<file path="src/rtl/uart_pkg.sv">
// Shared definitions for the UART receive path: FSM states, bit divider
// helper and the default RTS threshold.
package uart_pkg;

    typedef enum logic [2:0] {
        RX_IDLE,
        RX_START,
        RX_DATA,
        RX_STOP,
        RX_WAITHI
    } rx_state_t;

    localparam int RTS_HI_DEFAULT = 12;

    // Rounded clocks-per-bit.
    function automatic int uart_div(input int clkhz, input int bps);
        return (clkhz + bps / 2) / bps;
    endfunction

endpackage

</file>
<file path="src/rtl/uart_fifo.sv">
// First-word-fall-through FIFO: rdata always presents the head entry and
// reads as zero while empty.
module uart_fifo #(
    parameter int WIDTH = 8,
    parameter int DEPTH = 16
) (
    input  logic                   clk,
    input  logic                   rst,
    input  logic                   push,
    input  logic [WIDTH-1:0]       wdata,
    input  logic                   pop,
    output logic [WIDTH-1:0]       rdata,
    output logic                   full,
    output logic                   empty,
    output logic [$clog2(DEPTH):0] level
);

    localparam int AW = $clog2(DEPTH);
    localparam logic [AW:0] FULL_LVL = (AW + 1)'(DEPTH);

    logic [WIDTH-1:0] mem [DEPTH];
    logic [AW-1:0]    wr_ptr_reg;
    logic [AW-1:0]    rd_ptr_reg;
    logic [AW:0]      level_reg;
    logic             do_push;
    logic             do_pop;

    assign empty   = (level_reg == '0);
    assign full    = (level_reg == FULL_LVL);
    assign do_pop  = pop && !empty;
    // A pop in the same cycle frees the slot, so a full FIFO still accepts.
    assign do_push = push && (!full || do_pop);
    assign level   = level_reg;
    assign rdata   = empty ? '0 : mem[rd_ptr_reg];

    always_ff @(posedge clk) begin
        if (do_push) begin
            mem[wr_ptr_reg] <= wdata;
        end
    end

    always_ff @(posedge clk or posedge rst) begin
        if (rst) begin
            wr_ptr_reg <= '0;
            rd_ptr_reg <= '0;
            level_reg  <= '0;
        end else begin
            if (do_push) begin
                wr_ptr_reg <= wr_ptr_reg + 1'b1;
            end
            if (do_pop) begin
                rd_ptr_reg <= rd_ptr_reg + 1'b1;
            end
            level_reg <= level_reg + {{AW{1'b0}}, do_push} - {{AW{1'b0}}, do_pop};
        end
    end

endmodule

</file>
<file path="src/rtl/uart_rx_rts.sv">
// 8N1 UART receiver feeding a FWFT FIFO, with sticky error flags and an RTS
// output derived from the FIFO fill level.
module uart_rx_rts
    import uart_pkg::*;
#(
    parameter int CLKHZ  = 28000000,
    parameter int BPS    = 115200,
    parameter int DEPTH  = 16,
    parameter int RTS_HI = RTS_HI_DEFAULT
) (
    input  logic                   sysclk,
    input  logic                   rst,
    input  logic                   uart_rx,
    input  logic                   rd,
    output logic [7:0]             data,
    output logic                   empty,
    output logic [$clog2(DEPTH):0] level,
    output logic                   framing_error,
    output logic                   overrun,
    input  logic                   clr_err,
    output logic                   uart_rts
);

    localparam int DIV   = uart_div(CLKHZ, BPS);
    localparam int CNT_W = $clog2(DIV);
    localparam int LVL_W = $clog2(DEPTH) + 1;
    localparam logic [CNT_W-1:0] HALF_END = CNT_W'(DIV / 2 - 1);
    localparam logic [CNT_W-1:0] BIT_END  = CNT_W'(DIV - 1);
    localparam logic [LVL_W-1:0] RTS_LVL  = LVL_W'(RTS_HI);

    logic [1:0]       sync_reg;
    logic             rx_s;
    rx_state_t        state_reg, state_next;
    logic [CNT_W-1:0] cnt_reg, cnt_next;
    logic [2:0]       bit_reg, bit_next;
    logic [7:0]       shift_reg, shift_next;
    logic             push_reg, push_next;
    logic             fe_set;
    logic             ov_set;
    logic             fe_reg;
    logic             ov_reg;
    logic             rts_reg;
    logic             fifo_full;

    // Flops reset to the idle line level so reset never fakes a start bit.
    always_ff @(posedge sysclk or posedge rst) begin
        if (rst) begin
            sync_reg <= 2'b11;
        end else begin
            sync_reg <= {sync_reg[0], uart_rx};
        end
    end
    assign rx_s = sync_reg[1];

    always_ff @(posedge sysclk or posedge rst) begin
        if (rst) begin
            state_reg <= RX_IDLE;
            cnt_reg   <= '0;
            bit_reg   <= '0;
            shift_reg <= '0;
            push_reg  <= 1'b0;
        end else begin
            state_reg <= state_next;
            cnt_reg   <= cnt_next;
            bit_reg   <= bit_next;
            shift_reg <= shift_next;
            push_reg  <= push_next;
        end
    end

    always_comb begin
        state_next = state_reg;
        cnt_next   = cnt_reg + 1'b1;
        bit_next   = bit_reg;
        shift_next = shift_reg;
        push_next  = 1'b0;
        fe_set     = 1'b0;
        case (state_reg)
            RX_IDLE: begin
                cnt_next = '0;
                if (!rx_s) begin
                    state_next = RX_START;
                    bit_next   = '0;
                end
            end
            RX_START: begin
                if (cnt_reg == HALF_END) begin
                    cnt_next   = '0;
                    state_next = rx_s ? RX_IDLE : RX_DATA;
                end
            end
            RX_DATA: begin
                if (cnt_reg == BIT_END) begin
                    cnt_next   = '0;
                    shift_next = {rx_s, shift_reg[7:1]};
                    bit_next   = bit_reg + 1'b1;
                    if (bit_reg == 3'd7) begin
                        state_next = RX_STOP;
                    end
                end
            end
            RX_STOP: begin
                if (cnt_reg == BIT_END) begin
                    cnt_next = '0;
                    if (rx_s) begin
                        push_next  = 1'b1;
                        state_next = RX_IDLE;
                    end else begin
                        fe_set     = 1'b1;
                        state_next = RX_WAITHI;
                    end
                end
            end
            RX_WAITHI: begin
                // Hold off until the line returns high so a break is one error.
                cnt_next = '0;
                if (rx_s) begin
                    state_next = RX_IDLE;
                end
            end
            default: begin
                state_next = RX_IDLE;
            end
        endcase
    end

    // shift_reg is stable until the next frame's first data bit, well after the push.
    uart_fifo #(
        .WIDTH (8),
        .DEPTH (DEPTH)
    ) u_fifo (
        .clk   (sysclk),
        .rst   (rst),
        .push  (push_reg),
        .wdata (shift_reg),
        .pop   (rd),
        .rdata (data),
        .full  (fifo_full),
        .empty (empty),
        .level (level)
    );

    assign ov_set = push_reg && fifo_full && !rd;

    always_ff @(posedge sysclk or posedge rst) begin
        if (rst) begin
            fe_reg  <= 1'b0;
            ov_reg  <= 1'b0;
            rts_reg <= 1'b0;
        end else begin
            fe_reg  <= fe_set | (fe_reg & ~clr_err);
            ov_reg  <= ov_set | (ov_reg & ~clr_err);
            rts_reg <= (level >= RTS_LVL);
        end
    end

    assign framing_error = fe_reg;
    assign overrun       = ov_reg;
    assign uart_rts      = rts_reg;

endmodule

</file>
<file path="config.mk">
export PLATFORM = sky130hd
export DESIGN_NAME = uart_rx_rts
export DESIGN_NICKNAME = d
export VERILOG_FILES = /design/src/rtl/uart_pkg.sv /design/src/rtl/uart_fifo.sv /design/src/rtl/uart_rx_rts.sv
export SDC_FILE = /design/constraint.sdc
export NUM_CORES = 1
export LEC_CHECK = 0
export CAP_MARGIN = 20
export CORE_MARGIN = 8
export CORE_UTILIZATION = 25
export DETAILED_ROUTE_END_ITERATION = 10
export SKIP_CTS_REPAIR_TIMING = 1
export SYNTH_ARGS = -nofsm -noshare
export SYNTH_HDL_FRONTEND = slang
export SYNTH_SLANG_ARGS = --single-unit
</file>
<file path="constraint.sdc">
create_clock -name sysclk -period 2.6 [get_ports sysclk]
set_input_delay 0.26 -clock sysclk [delete_from_list [all_inputs] [get_ports sysclk]]
set_output_delay 0.26 -clock sysclk [all_outputs]
set_load 0.02 [all_outputs]
</file>
==> qor.csv <==
metric;value;unit
status;finished, final reports clean;
design_area;8456;µm²
dieHeight;182.8;µm
drive_above_1_share;0.2468;
critPathArrivalTime;2.25;ns
synth_area;6952;µm²
hold_violations;0;
numCtsBuffers;17;
dr.pass1.iters;5;
syn_to_final_growth;21.63;%
syn_area_per_cell;17.29;µm²
wl_per_cell;16.54;µm
row_count;61;
cp.required;2.34;ns
diodes;0;
slowest_stage;dfrtp_2;
setup_viol;0;
synth_cells;402;
skew;0.01140;ns
clockRootBuffer;clkbuf_16;
synth.yosys.seq_area_share;0.7009;
dpl-instance-area;7771;µm²
cp_slowest_stage_delay;0.50;ns
path_clk_slew;0.07;ns
grt_max_degree;25;
ys_warn_count;0;
cp_cell_sequence;buf_4 > buf_4 > mux4_2 > mux2i_1 > or3_1 > o21ai_1 > buf_4;
period_minus_slack;2.511;ns
drtIter0Drc;181;
cp_max_fo;7;
track_usage;0.08645;
fin_crit_sh;0.9656;
ys.flop_type;edfxtp_1;
ys_async_sr_fraction;0.2426;
timing.fmax;0.3983;GHz
vias;3569;
cts_tree;built;
dieArea;33400;µm²
grt_pass1_vias;3792;
slew_headroom;0.3745;
tightest_slew;0.9325;ns
port_buffers;21;
ir_worst_vdd;0.5892;mV
initial_core_util;0.2523;
fillers;2693;
via_per_inst;4.229;
max-cap-violations;0;
startpoint_type;register;
cpMostUsedCell;buf_4;
synth_edf_count;128;
clock_path_buffers;2;
seq_area;4873;µm²
endpoint_kind;output port;
ys_seq_elements;169;
antenna_found_initial;0;
grt_overflow;0;
hpwl;9419;µm
multi_input_area;1944;µm²
coreArea;27550;µm²
largest_reg_flops;128;
ios;22;
die_w;182.8;µm
wirelength;13960;µm
synth_nets;425;
clock_latency;0.43;ns
ant_nets;0;
maxSlewViolCount;0;
gp_congestion;0.7791;
grt_pass1_wl;21820;µm
worstSetupPathType;register to output port;
post-route-drc-count;0;
hp-class;input port to asynchronous set/reset pin;
htreeDepth;4;
synth_cell_type_count;46;
fin_hold_ws;0.2293;ns
leakage;0.003362;µW
nNetsFinal;476;
clock_sinks;169;
powerDensity;831.4;nW/µm²
==> Yosys cell counts (all sizes together), types with 2 or more instances <==
cell type  number  area share
dfstp           2      0.0076
nand2          18      0.0097
nand2b          5      0.0045
xor2            5      0.0063
mux4           32        0.10
a22oi           7      0.0076
nor2b           2      0.0018
nor3            8      0.0058
inv            21       0.011
dfrtp          39        0.14
o21ai          11      0.0079
a21oi           3      0.0022
edfxtp        128        0.55
nand4           2      0.0018
nor2           26       0.014
nand3b          2      0.0022
buf             6      0.0050
mux2            9       0.015
nor4            2      0.0040
nand3           3      0.0040
a22o            3      0.0038
ha             17       0.031
mux2i          11       0.016
o22ai           2      0.0018
a31oi           3      0.0027
clkbuf         11      0.0059
xnor2           9       0.011
==> layout by cell type, fill, tap and decap left out, types with 6 or more instances in the layout <==
| cell type | instances |
|---|---|
| buf_4 | 25 |
| edfxtp_1 | 128 |
| o21ai_0 | 10 |
| xnor2_1 | 9 |
| mux4_2 | 32 |
| clkdlybuf4s50_1 | 13 |
| clkbuf_16 | 17 |
| clkinv_8 | 6 |
| ha_1 | 16 |
| mux2i_1 | 10 |
| mux2_2 | 9 |
| dfrtp_1 | 38 |
| nor2_1 | 26 |
| nand2_1 | 18 |
| nor3_1 | 8 |
| a22oi_1 | 7 |
| inv_1 | 20 |
==> through the flow <==
stage	setup slack [ns]	total power (µW)	std cells	utilization	TNS [ns]
6_report	0.08938	7030	844	0.3069	0
3_3_place_gp	0.1231	4436	806	0.2820	0
2_1_floorplan	0.1309	3947	402	-	0
3_5_place_dp	0.06041	4467	806	0.2820	0
5_1_grt	-0.008849	7346	844	0.3069	-0.008849
4_1_cts	-0.4175	7064	838	0.3050	-2.904
==> area by class of cell <==
cell class	count	share of cell area
timing repair buffer	49	0.05371
inverter	21	0.009322
tap	378	0.05593
sequential	169	0.5764
clock inverter	15	0.02442
multi-input combinational	195	0.2299
clock buffer	17	0.05031
==> logic make-up (layout without fill, tap and decap cells) <==
logic type | count (synthesis) | count (layout) | synth area share
mux | 52 | 52 | 0.1341
xor+xnor | 14 | 14 | 0.01764
simple gates | 73 | 73 | 0.05400
fa+ha+maj | 18 | 18 | 0.03348
compound gates | 38 | 38 | 0.03762
buf+inv | 38 | 102 | 0.02232
flops | 169 | 169 | 0.7009
==> report_power, final <==
group | switching (µW) | total [µW] | leakage (µW) | internal [µW]
Clock | 1260 | 2600 | 0.000304 | 1340
Combinational | 673 | 1360 | 0.00105 | 684
Sequential | 119 | 3080 | 0.00201 | 2960
==> worst max-delay path: cells and delay by family, from the launching register on <==
kind                   cells  cell delay [ns]
DFF                        1             0.50
muxes                      2             0.38
buffers and inverters      3             0.47
AOI/OAI and AO/OA          1             0.12
and+or+nand+nor            1             0.34
==> worst paths after layout <==
kind | from | endpoint | slack, ns | depth (start not counted)
max in group asynchronous | rst | u_fifo.rd_ptr_reg[0]$_DFFE_PP0P_ | 1.75 | 3
min in group sysclk | uart_rx | sync_reg[0]$_DFF_PP1_ | 0.24 | 1
max reg2reg | u_fifo.level[2]$_DFF_PP0_ | u_fifo.level[4]$_DFF_PP0_ | 0.22 | 14
max | u_fifo.rd_ptr_reg[0]$_DFFE_PP0P_ | data[6] | 0.09 | 7
min | rst | cnt_reg[5]$_DFF_PP0_ | 0.23 | 2
min reg2reg | sync_reg[0]$_DFF_PP1_ | sync_reg[1]$_DFF_PP1_ | 0.36 | 0
==> layer usage <==
metal  vias to the layer above  track usage  share of wire
met5                         -            0              0
met4                         0      0.02263         0.0080
met2                        60       0.1454           0.51
met3                         9      0.02513          0.052
met1                      1848       0.1075           0.43
li1                       1652            -              -
No activity file was read; power rests on OpenSTA's default activity.
